===== src/rtl/pipeline_ctrl_pkg.sv =====
// Shared CPU control definitions: memory-wait FSM encoding, register
// address type and the default data-memory timeout.
package pipeline_ctrl_pkg;

  typedef enum logic [1:0] {
    RUN      = 2'd0,
    MEM_WAIT = 2'd1,
    ERROR    = 2'd2
  } ctrl_state_t;

  typedef logic [4:0] reg_addr_t;

  localparam int DEFAULT_MEM_TIMEOUT = 16;

endpackage


===== src/rtl/pipeline_ctrl_hazard_detect.sv =====
// Load-use hazard detection: the load in EX writes a register that the
// instruction in ID reads. Register x0 never creates a hazard.
module hazard_detect
  import pipeline_ctrl_pkg::*;
(
  input  reg_addr_t id_rs1_address,
  input  reg_addr_t id_rs2_address,
  input  logic      id_uses_rs1,
  input  logic      id_uses_rs2,
  input  reg_addr_t ex_rd_address,
  input  logic      ex_mem_read,
  output logic      load_use
);

  logic rs1_hit;
  logic rs2_hit;

  assign rs1_hit  = id_uses_rs1 && (ex_rd_address == id_rs1_address);
  assign rs2_hit  = id_uses_rs2 && (ex_rd_address == id_rs2_address);
  assign load_use = ex_mem_read && (ex_rd_address != 5'd0) && (rs1_hit || rs2_hit);

endmodule


===== src/rtl/pipeline_ctrl.sv =====
// Pipeline hazard/stall controller: prioritises memory freeze, branch flush
// and load-use bubbles, tracks data-memory timeouts and counts stalls/flushes.
module pipeline_ctrl
  import pipeline_ctrl_pkg::*;
#(
  parameter int MEM_TIMEOUT = DEFAULT_MEM_TIMEOUT,
  parameter int CNT_W       = 16
) (
  input  logic             clk,
  input  logic             rst,
  input  logic [4:0]       id_rs1_address,
  input  logic [4:0]       id_rs2_address,
  input  logic             id_uses_rs1,
  input  logic             id_uses_rs2,
  input  logic [4:0]       ex_rd_address,
  input  logic             ex_mem_read,
  input  logic             ex_branch_taken,
  input  logic             mem_req,
  input  logic             dmem_ack,
  output logic             pc_stall,
  output logic             if_id_stall,
  output logic             if_id_flush,
  output logic             id_ex_flush,
  output logic             pipe_freeze,
  output logic             mem_error,
  output logic [CNT_W-1:0] stall_cycles,
  output logic [CNT_W-1:0] flush_count
);

  localparam int WC_W = $clog2(MEM_TIMEOUT + 1);

  ctrl_state_t      state_q;
  logic [WC_W-1:0]  wait_cnt_q;
  logic             mem_error_q;
  logic [CNT_W-1:0] stall_cycles_q, stall_cycles_d;
  logic [CNT_W-1:0] flush_count_q, flush_count_d;
  logic             load_use;
  logic             mem_pending;
  logic             freeze;

  hazard_detect u_hazard_detect (
    .id_rs1_address (id_rs1_address),
    .id_rs2_address (id_rs2_address),
    .id_uses_rs1    (id_uses_rs1),
    .id_uses_rs2    (id_uses_rs2),
    .ex_rd_address  (ex_rd_address),
    .ex_mem_read    (ex_mem_read),
    .load_use       (load_use)
  );

  assign mem_pending = mem_req && !dmem_ack;
  assign freeze      = mem_pending || (state_q == ERROR);

  // A branch seen during a freeze needs no storage: EX is held, so the
  // branch is still presented once the freeze lifts.
  always_comb begin
    pc_stall    = 1'b0;
    if_id_stall = 1'b0;
    if_id_flush = 1'b0;
    id_ex_flush = 1'b0;
    pipe_freeze = 1'b0;
    if (!rst) begin
      if (freeze) begin
        pc_stall    = 1'b1;
        if_id_stall = 1'b1;
        pipe_freeze = 1'b1;
      end else if (ex_branch_taken) begin
        if_id_flush = 1'b1;
        id_ex_flush = 1'b1;
      end else if (load_use) begin
        pc_stall    = 1'b1;
        if_id_stall = 1'b1;
        id_ex_flush = 1'b1;
      end
    end
  end

  always_ff @(posedge clk or posedge rst) begin
    if (rst) begin
      state_q     <= RUN;
      wait_cnt_q  <= '0;
      mem_error_q <= 1'b0;
    end else begin
      case (state_q)
        RUN: begin
          if (mem_pending) begin
            state_q    <= MEM_WAIT;
            wait_cnt_q <= WC_W'(1);
          end
        end
        MEM_WAIT: begin
          if (!mem_req || dmem_ack) begin
            state_q    <= RUN;
            wait_cnt_q <= '0;
          end else if (wait_cnt_q == WC_W'(MEM_TIMEOUT)) begin
            state_q     <= ERROR;
            mem_error_q <= 1'b1;
          end else begin
            wait_cnt_q <= wait_cnt_q + WC_W'(1);
          end
        end
        ERROR: begin
          mem_error_q <= 1'b1;
        end
        default: begin
          state_q    <= RUN;
          wait_cnt_q <= '0;
        end
      endcase
    end
  end

  assign stall_cycles_d = (pc_stall && (stall_cycles_q != '1)) ? stall_cycles_q + CNT_W'(1) : stall_cycles_q;
  assign flush_count_d  = (if_id_flush && (flush_count_q != '1)) ? flush_count_q + CNT_W'(1) : flush_count_q;

  always_ff @(posedge clk or posedge rst) begin
    if (rst) begin
      stall_cycles_q <= '0;
      flush_count_q  <= '0;
    end else begin
      stall_cycles_q <= stall_cycles_d;
      flush_count_q  <= flush_count_d;
    end
  end

  assign mem_error    = mem_error_q;
  assign stall_cycles = stall_cycles_q;
  assign flush_count  = flush_count_q;

endmodule


===== config.mk =====
export PLATFORM = sky130hd
export DESIGN_NAME = pipeline_ctrl
export DESIGN_NICKNAME = d
export VERILOG_FILES = /design/src/rtl/pipeline_ctrl_pkg.sv /design/src/rtl/pipeline_ctrl_hazard_detect.sv /design/src/rtl/pipeline_ctrl.sv
export SDC_FILE = /design/constraint.sdc
export NUM_CORES = 1
export LEC_CHECK = 0
export BUFFER_PORTS_ARGS = -buffer_cell sky130_fd_sc_hd__buf_2
export CAP_MARGIN = 5
export CORE_MARGIN = 3
export CORE_UTILIZATION = 50
export CTS_CLUSTER_DIAMETER = 100
export DETAILED_ROUTE_END_ITERATION = 10
export PLACE_DENSITY = 0.73
export SLEW_MARGIN = 40
export SYNTH_ARGS = -nofsm -noshare
export SYNTH_HDL_FRONTEND = slang
export SYNTH_SLANG_ARGS = --single-unit

===== constraint.sdc =====
create_clock -name clk -period 2.1 [get_ports clk]
set_input_delay 0 -clock clk [delete_from_list [all_inputs] [get_ports clk]]
set_output_delay 0 -clock clk [all_outputs]
set_load 0.1 [all_outputs]

; ---- Yosys cells after proc, flatten, opt, wreduce, memory -nomap -nowiden
; Cells that the tools add are included.
[classes]
shifts = 0
reduce_logical = 18
n_bitwise = 1
n_mul = 0
muxes = 23
n_lt_le_gt_ge = 0
div_mod_pow = 0
n_eq_ne = 12
add_sub_neg = 3
[ops]
columns = operator, n
row1 = adder 16 x 1 -> 16 bit (second input constant), 2
row2 = != test 16 bit (second input constant), 2
row3 = 2-to-1 mux 5 bit, 3
row4 = case mux 5 bit (3 select lines), 1
row5 = 2-to-1 mux 1 bit, 14
row6 = == test 5 bit, 2
row7 = AND reduction 3 bit, 3
row8 = logical AND 1 bit, 7
row9 = 2-to-1 mux 2 bit, 3
row10 = != test 2 bit (second input constant), 3
row11 = != test 3 bit (second input constant), 2
row12 = case mux 2 bit (3 select lines), 1
row13 = adder 5 x 1 -> 5 bit (second input constant), 1
row14 = == test 5 bit (second input constant), 1
row15 = nonzero test 5 bit, 1
row16 = logical OR 1 bit, 3
row17 = == test 2 x 1 -> 1 bit (second input constant), 1
row18 = == test 2 bit (second input constant), 1
row19 = zero test 1 bit, 2
row20 = zero test 2 bit, 1
row21 = case mux 1 bit (2 select lines), 1
row22 = nonzero test 2 bit, 1
row23 = inverter 1 bit, 1
[word_totals]
latch_bits = 0
word_cells = 62
regBits = 40
in_bits = 23
output_inout_bits = 38
rom_bits = 0
ram_bits = 0
n_memories = 0

; ---- Depth between registers and ports, before layout
; Gate-level depths: netlist of run 1.
[logic_depth]
depth_word = 9
mapped_depth = 7
ltp_nobuf = 7

; ---- By module
; From an unflattened synthesis of run 1, not the netlist that was laid out.
[unflattened]
cells_unflattened = 219
hier_area_um2 = 2275.9
[modules_own_cells]
columns = mod, cells_per_inst, seq_area_each_um2, instances, area_each_um2
row1 = pipeline_ctrl, 202, 1001.0, 1, 2142.1
row2 = hazard_detect, 17, 0.0, 1, 133.9

; ---- Worst setup path before layout of run 1
; Ideal clock, no wire load.
[synth_path]
kind = register to register
start = register state_q[0]
end = register flush_count_q[14], in the netlist flush_count[14]
arrival_time_ns = 3.596
required_ns = 1.941
setup_slack_ns = -1.655
period_less_slack_ns = 3.755
path_buffers = 0
setup_time_ns = 0.159
path_stages_with_launch = 8
cell_sequence = dfrtp_1 inv_1 ha_1 nor4b_2 nand4_1 nor2_1 nand3_1 xnor2_1
[synth_between]
elab_chain_cells = 5
[synth_rtl]
columns = item, line
row1 = from (decl), pipeline_ctrl.sv:32  ; ctrl_state_t state_q;
row2 = from (signal assigned), pipeline_ctrl.sv:80  ; state_q <= RUN;
row3 = from (signal assigned), pipeline_ctrl.sv:87  ; state_q <= MEM_WAIT;
row4 = from (signal assigned), pipeline_ctrl.sv:93  ; state_q <= RUN;
row5 = == test 2 bit, pipeline_ctrl.sv:52  ; assign freeze = mem_pending || (state_q == ERROR);
row6 = logical OR 1 bit, pipeline_ctrl.sv:52
row7 = 2-to-1 mux 1 bit, pipeline_ctrl.sv:63  ; if (freeze) begin
row8 = 2-to-1 mux 1 bit, pipeline_ctrl.sv:62  ; if (!rst) begin
row9 = via if_id_flush, pipeline_ctrl.sv:22  ; output logic if_id_flush,
row10 = logical AND 1 bit, pipeline_ctrl.sv:114  ; assign flush_count_d = (if_id_flush && (flush_count_q != '1)) ? flush_count_q + CNT_W'(1) : flush_count_q;
row11 = to (signal assigned), pipeline_ctrl.sv:122  ; flush_count_q <= flush_count_d;
row12 = to (decl), pipeline_ctrl.sv:36  ; logic [CNT_W-1:0] flush_count_q, flush_count_d;
; The timed path passes the listed nets, and every way through them passes these cells.
; A chain may end at the register's enable or synchronous reset.

; ---- Final worst setup path of run 1
[layout_path]
start = input port rst
end = output port if_id_stall
[layout_between]
elab_chain_cells = 1
[layout_rtl]
columns = item, line
row1 = from (decl), pipeline_ctrl.sv:10  ; input logic rst,
row2 = 2-to-1 mux 1 bit, pipeline_ctrl.sv:62
row3 = to (decl), pipeline_ctrl.sv:21  ; output logic if_id_stall,
; Every way passes these cells.

==> summary.md, run 1 <==
| Metric | Value |
|---|---|
| Run status | finished clean |
| Post-route design area | 2700 um2 |
| Worst Path Arrival | about 2.0 ns |
| Clock sinks | 40 |
| PwrDens | 1040 nW/um2 |
| Setup TNS | 0 ns |
| Worst Setup End Kind | primary output |
| Pin count of the biggest net entering global routing | 41 |
| Reg2Reg Depth | 7 |
| Crit path launch | rst |
| Clock buffer depth | 2 |
| N_diodes | 0 |
| Cell depth of the worst min-delay path | 5 |
| Total number of vias | 1823 |
| Worst hold-check path type | primary input to flop |
| Global-route wire length before repair | 7690 um |
| DRT antenna net count | 0 |
| Net Sw Power | 1.40 mW |
| Synth Register Bits | 40 |
| Ys Warns | 0 |
| RSZ-0062 raised after global routing | false |
| CP delay by family, top | buffers and inverters |
| CTS clk-pin slew, worst paths | 0.08 ns |
| FF-to-FF Start | state_q[0] |
| Mux contribution to synthesized area | 1.73% |
| Critical Path End | if_id_stall |
| Slowest cell delay on critical path | 0.54 ns |
| Sw frac | about half |
| Crit-path slowest cell | dlygate4sd3_1 |
| Post-CTS Setup Inserts | 0 |
| CP Launch Type | primary input |
| Routed WL per cell | 13.9 um |
| Root buffer cell | clkbuf_8 |
| Worst Clk Skew | 0.00767 ns |
| Met3 Routed Length | ~350 um |
| Cell Chain, Critical Path | dlygate4sd3_1 -> buf_2 -> or3_2 -> o22ai_4 -> buf_2 |
| Critical Path Fanout Max | 12 |
| Crit Path Class | primary input to primary output |
| Die Y | 71.9 um |
| Final setup fails | 0 |
| Initial core utilization | between 50% and 60% |
| Clk Latency, worst-skew pair | 0.29 ns |
| Synth Area in Adders | 4.03% |
| Yosys cell types | 38 |
| Gate power share | roughly 46% |
| Final Critical Period | 2.02 ns |
| Placed inst area | between 2000 and 3000 um2 |
| Top Ports | 61 |
| Slew Viols, Final | 0 |
| GRT Total Usage | 18.7% |
| Cell count after synthesis | 213 |
| Flop2flop setup slack | about 0.21 ns |
| Detail Route met2 WL | 2240 um |
| Reg2reg end | flush_count[15] |
| H-Tree Depth | 2 |
| RD Place Congestion | ~0.84 |
| Leak Pwr | 1.30 nW |
| Initial antenna violation count | 0 |
| Stages on worst setup path | 5 |
| Max Clk Rate | around 0.49 GHz |
| Xor/xnor share of the synthesized area | 15.7% |
| Avg Synthesized Cell Area | 10.2 um2 |
| CTS tree | yes |
| Num CTS Buffers | 5 |
| Final Hold Fails | 0 |
| Cell Int Power | 1.42 mW |
| DRT Pass-1 Iters | 4 |
| Final design utilization | approximately 66% |
| Data required time of the worst path | 2.10 ns |
| Register share of total power | 37.0% |
| Maximum vdd drop | 977 uV |
| Max Cap Violations | 0 |
| Nets@finish | 313 |
| Chip Width | 71.9 um |
| Final period util | 96.3% |
| Met1 WL | 2000 um |
| DR vias/cell | 5.46 |
| Num rows | 23 |
| Uppermost layer routed | met4 |
| Port Buf Inserts | 60 |
| Net Count, Synth | 243 |
| Post-Route WL | 4630 um |
| Dpl ws | 0.219 ns |
| Post-synthesis simple-gate area fraction | 22.1% |
| Post-synthesis sequential area ratio | 46.1% |
| Hold WS | 0.219 ns |
| Final WS setup | 0.0767 ns |
| Number of remaining DRC errors | 0 |
| Clock power frac | 17.5% |
| Area Overhead vs Synth | 24.2% |
| Buf/Inv on CP | 3 |
| Synthesized cell area | 2170 um2 |
| Most common cell on crit path | buf_2 |
| Core footprint | 4090 um2 |
| Largest family of logic cells by synthesized area | simple AND/OR/NAND/NOR gates |
| Vias in the first global route | approximately 1700 |
| Worst-margin pin slew | 0.631 ns |
| DRT iter0 DRCs | 104 |
| Global route overflow | 0 |
| Post-synthesis compound-gate area fraction | 7.77% |
| Die area | around 5200 um2 |
| Share of layout cells above drive strength 1 | 33.5% |
| HPWL Detailed | 3560 um |
| Worst relative slew slack | 57.6% |
[power by group through the flow]
stage	clock network (mW)	logic (mW)	registers, mW
CTS	0.512	1.29	1.04
global route	0.549	1.34	1.06
floorplan	0	0.372	1.71
detailed placement	0	1.29	1.05
finish	0.493	1.28	1.04
global placement	0	1.27	1.05
[synth_stat cells (all sizes together)]
| cell type | instances | share of area (%) |
|---|---|---|
| a21o | 2 | 0.69 |
| a21oi | 6 | 1.4 |
| a311oi | 1 | 0.40 |
| a32oi | 1 | 0.40 |
| a41oi | 1 | 0.40 |
| and2 | 4 | 1.3 |
| and3 | 8 | 2.3 |
| and4 | 6 | 2.4 |
| buf | 2 | 0.86 |
| clkbuf | 1 | 0.17 |
| dfrtp | 40 | 46 |
| ha | 7 | 4.0 |
| inv | 9 | 1.6 |
| mux2 | 3 | 1.7 |
| nand2 | 16 | 2.8 |
| nand2b | 1 | 0.29 |
| nand3 | 15 | 3.5 |
| nand4 | 12 | 3.5 |
| nor2 | 13 | 2.2 |
| nor2b | 2 | 0.58 |
| nor3 | 3 | 0.69 |
| nor3b | 2 | 0.69 |
| nor4 | 2 | 0.58 |
| nor4b | 1 | 0.69 |
| o211a | 1 | 0.46 |
| o21ai | 11 | 2.7 |
| o22ai | 1 | 0.92 |
| o41ai | 1 | 0.40 |
| or3 | 1 | 0.35 |
| or4 | 1 | 0.35 |
| xnor2 | 22 | 8.9 |
| xor2 | 17 | 6.9 |
[how the worst min path moves through the flow]
stage,end,slack (ns),startpoint
floorplan,if_id_flush,0.12,rst
global placement,wait_cnt_q[1],0.25,rst
detailed placement,wait_cnt_q[2],0.27,rst
CTS,wait_cnt_q[0],0.22,mem_req
global route,wait_cnt_q[3],0.26,dmem_ack
finish,wait_cnt_q[0],0.22,mem_req
[layer usage]
metal	global-route usage [%]	vias up
met5	0	-
met4	4.38	0
met3	5.68	5
met2	32.6	60
met1	22.9	864
li1	-	894
[worst min-delay path: cells and delay by family]
kind                   cells  cell delay, ns
AOI/OAI and AO/OA          1            0.09
buffers and inverters      1            0.09
and+or+nand+nor            3            0.29
[sequential cells by signal, indices dropped and copies added (netlist names)]
signal and cells:
state_q 2, mem_error 1, wait_cnt_q 5, stall_cycles 16, flush_count 16
[cell families (layout without fill, tap and decap cells)]
group,after synthesis,after routing
AND/OR/NAND/NOR,87,87
flip-flops,40,40
XOR/XNOR,39,39
AO/OA/AOI/OAI,25,25
buffers and inverters,12,83
adder cells (fa/ha/maj),7,7
multiplexers,3,3
[cell usage in the layout (no fill, tap or decap), drive strengths merged, types with 9 or more instances in the layout]
| master | count |
|---|---|
| buf | 65 |
| xnor2 | 22 |
| xor2 | 17 |
| inv | 9 |
| o21ai | 11 |
| nand2 | 16 |
| dfrtp | 40 |
| nand4 | 12 |
| nand3 | 15 |
| nor2 | 13 |
[final cells by class]
| cell class | count | area, um2 |
|---|---|---|
| clock buffer | 7 | 76.3 |
| clock inverter | 1 | 8.76 |
| fill | 340 | 1390 |
| inverter | 9 | 33.8 |
| multi-input combinational | 161 | 1140 |
| sequential | 40 | 1020 |
| tap | 50 | 62.6 |
| timing repair buffer | 66 | 363 |
[what timing repair did]
action | 4_1_cts | 5_1_grt
gates resized for setup | 0 | 0
hold endpoints to repair | 40 | 0
hold buffers | 1 | 0
[through the flow]
stage	cells	power [mW]
floorplan	213	2.08
global placement	325	2.32
detailed placement	325	2.34
CTS	334	2.84
global route	334	2.95
finish	334	2.81
(Power assumes the default switching activity.)
==> run 2: changes to the inputs <==
--- a/config.mk
+++ b/config.mk
@@ -7,6 +7,7 @@
 export LEC_CHECK = 0
 export BUFFER_PORTS_ARGS = -buffer_cell sky130_fd_sc_hd__buf_2
 export CAP_MARGIN = 5
+export CORE_ASPECT_RATIO = 1.1
 export CORE_MARGIN = 3
 export CORE_UTILIZATION = 50
 export CTS_CLUSTER_DIAMETER = 100
==> run 2 against run 1 <==
Net effect:
- wire length fell by 5.9%
- critical path depth increased by 1
- sequential share of layout area decreased by 0.17 points
- first-iteration DRC count down 13%
- via count down 3.3%
- global-route usage down 0.65 points
- clock skew is 0.0034 ns lower
- register-to-register slack better by 0.02 ns
- utilization rose by 0.35 points
- maximum frequency rose by 4.0%
- critical path type is now flop to primary output
==> summary.md, run 2 (synthesis gave the netlist of run 1 again) <==
| Metric | Value |
|---|---|
| Fin cells | 334 (unchanged) |
| Worst relative slew slack | 60.9% (was 57.6%) |
| Die area | 5170 um2 (about the same) |
| Commonest non-fill, non-tap cells in the layout | 58 x buf_2, 26 x dfrtp_1, 22 x xnor2_1 (was 59 x buf_2, 26 x dfrtp_1, 22 x xnor2_1) |
| Worst hold-check path type | primary input to flop (unchanged) |
| Gate power share | 43.6% (was 45.5%) |
| FF-to-FF Start | state_q[0] (unchanged) |
| Routed WL per cell | 13.0 um (was 13.9 um) |
| Top Ports | 61 (unchanged) |
| Pin count of the biggest net entering global routing | 41 (unchanged) |
| Global route overflow | 0 (unchanged) |
| GRT Total Usage | 18.1% (was 18.7%) |
| Final setup fails | 0 (unchanged) |
| Flop2flop setup slack | 0.23 ns (was 0.21 ns) |
| Final Critical Period | 1.95 ns (was 2.02 ns) |
| Fillers | 353 (was 340) |
| Net Sw Power | 1.39 mW (was 1.40 mW) |
| Final Hold Fails | 0 (unchanged) |
| Slowest cell delay on critical path | 0.40 ns (was 0.54 ns) |
| Commonest non-fill, non-tap cell in the layout | buf_2 (unchanged) |
| Total number of vias | 1762 (was 1823) |
| Num CTS Buffers | 5 (unchanged) |
| CP Launch Type | flop (was primary input) |
| Worst-margin pin slew | 0.583 ns (was 0.631 ns) |
| CTS tree | yes (unchanged) |
| Root buffer cell | clkbuf_8 (unchanged) |
| Dpl ws | 0.239 ns (was 0.219 ns) |
| Initial antenna violation count | 0 (unchanged) |
| Worst Clk Skew | 0.00428 ns (was 0.00767 ns) |
| Critical Path Fanout Max | 13 (was 12) |
| Max Cap Violations | 0 (unchanged) |
| Data required time of the worst path | 2.10 ns (about the same) |
| Worst Setup End Kind | primary output (unchanged) |
| Post-CTS Setup Inserts | 0 (unchanged) |
| Met3 Use GR | 5.67% (was 5.68%) |
| Critical Path End | pc_stall (was if_id_stall) |
| Run status | finished clean (unchanged) |
| Crit-path slowest cell | dfrtp_1 (was dlygate4sd3_1) |
| GRT busiest layer | met2 (unchanged) |
| RSZ-0062 raised after global routing | false (unchanged) |
| Reg2Reg Depth | 7 (unchanged) |
| Final WS setup | 0.154 ns (was 0.0767 ns) |
| HPWL Detailed | 3370 um (was 3560 um) |
| PwrDens | 1080 nW/um2 (was 1040 nW/um2) |
| N_diodes | 0 (unchanged) |
| Maximum vdd drop | 1700 uV (was 977 uV) |
| Share of layout cells above drive strength 1 | 33.3% (was 33.5%) |
| Met2 Usage GRT | 31.1% (was 32.6%) |
| Clk Latency, worst-skew pair | 0.28 ns (was 0.29 ns) |
| Number of remaining DRC errors | 0 (unchanged) |
| Final period util | 92.6% (was 96.3%) |
| Die Y | 75.1 um (was 71.9 um) |
| DRT iter0 DRCs | 90 (was 104) |
| Clock power frac | 20.8% (was 17.5%) |
| Worst Path Arrival | 1.95 ns (was 2.02 ns) |
| DRT Pass-1 Iters | 4 (unchanged) |
| Sw frac | 47.6% (was 49.7%) |
| CTS clk-pin slew, worst paths | 0.07 ns (was 0.08 ns) |
| RD Place Congestion | 0.871 (was 0.836) |
| Area Overhead vs Synth | 24.8% (was 24.2%) |
| Max Clk Rate | 0.514 GHz (was 0.494 GHz) |
| DRT antenna net count | 0 (unchanged) |
| H-Tree Depth | 2 (unchanged) |
| Port Buf Inserts | 60 (unchanged) |
| Initial core utilization | 53.2% (about the same) |
| Cell Chain, Critical Path | inv_2 -> ha_4 -> nor2_1 -> o22ai_4 -> buf_4 -> clkbuf_4 (was dlygate4sd3_1 -> buf_2 -> or3_2 -> o22ai_4 -> buf_2) |
| Global-route wire length before repair | 7060 um (was 7690 um) |
| Nets@finish | 311 (was 313) |
| Num rows | 24 (was 23) |
| Chip Width | 68.9 um (was 71.9 um) |
| Slew Viols, Final | 0 (unchanged) |
| Register share of total power | 35.5% (was 37.0%) |
| Clock buffer depth | 2 (unchanged) |
| Cell Int Power | 1.53 mW (was 1.42 mW) |
| Post-Route WL | 4350 um (was 4630 um) |
| Core footprint | 4080 um2 (was 4090 um2) |
| Clock sinks | 40 (unchanged) |
| Leak Pwr | 1.30 nW (about the same) |
| Reg2reg end | stall_cycles[4] (was flush_count[15]) |
| Met1 Track Usage GR | 21.5% (was 22.9%) |
| Crit path launch | state_q[0] (was rst) |
| Dpl cells | 325 (unchanged) |
| Crit Path Class | flop to primary output (was primary input to primary output) |
| DR vias/cell | 5.28 (was 5.46) |
| Vias in the first global route | 1624 (was 1703) |
-- run 2: changes by cell type in the layout (fill, tap and decap cells not counted), sizes merged --
cell    change
buf         -3
bufinv      +1
-- run 2: metal layers --
metal	share of wire (%)	vias to the layer above
met5	0	-
met4	0.96	0
met3	5.1	6
met2	50	43
met1	44	827
li1	-	886
-- run 2: area by class of cell --
| class | instances | area [um2] | area share [%] |
|---|---|---|---|
| Clock buffer | 6 | 72.6 | 2.68 |
| Inverter | 9 | 33.8 | 1.25 |
| Timing Repair Buffer | 64 | 350 | 12.9 |
| Tap cell | 52 | 65.1 | 2.40 |
| Sequential cell | 40 | 1020 | 37.5 |
| Clock inverter | 2 | 35.0 | 1.29 |
| Multi-Input combinational cell | 161 | 1140 | 41.9 |
-- run 2: how the worst min path moves through the flow --
stage / depth (start not counted) / slack [ns] / end / from
after floorplan: 1 / 0.12 / if_id_flush / rst
after global placement: 3 / 0.26 / wait_cnt_q[3] / rst
after detailed placement: 3 / 0.26 / wait_cnt_q[3] / rst
after CTS: 4 / 0.20 / wait_cnt_q[3] / dmem_ack
after global routing: 4 / 0.26 / stall_cycles[11] / rst
final: 4 / 0.21 / state_q[1] / dmem_ack
-- run 2: critical path, delay by kind of cell (launching register included) --
family | cells | cell delay [ns]
and+or+nand+nor | 1 | 0.10
AOI/OAI and AO/OA | 1 | 0.35
adders and majority gates | 1 | 0.18
DFF | 1 | 0.40
buffers and inverters | 3 | 0.63
-- run 2: power by group through the flow --
stage	clock, mW	sequential, mW	combinational, mW
after CTS	0.630	1.04	1.28
after detailed placement	0	1.05	1.27
after floorplan	0	1.71	0.372
after global placement	0	1.05	1.26
final	0.608	1.04	1.27
after global routing	0.661	1.06	1.35
-- run 2: what timing repair did --
item                                    in CTS  in global routing
hold buffers                                 1                  0
endpoints found under the setup margin       0                  1
gates resized for setup                      0                  1
endpoints found under the hold margin       40                  0
-- run 2: through the flow --
| stage | total power [mW] | hold slack [ns] | TNS, ns | area, um2 | util [%] |
|---|---|---|---|---|---|
| finish | 2.92 | 0.213 | 0 | 2710 | 66.4 |
| global placement | 2.31 | 0.258 | 0 | 2590 | 63.5 |
| floorplan | 2.08 | 0.120 | -7.97 | 2210 | - |
| detailed placement | 2.33 | 0.255 | 0 | 2590 | 63.5 |
| CTS | 2.95 | 0.202 | 0 | 2710 | 66.4 |
| global route | 3.07 | 0.262 | 0 | 2710 | 66.4 |
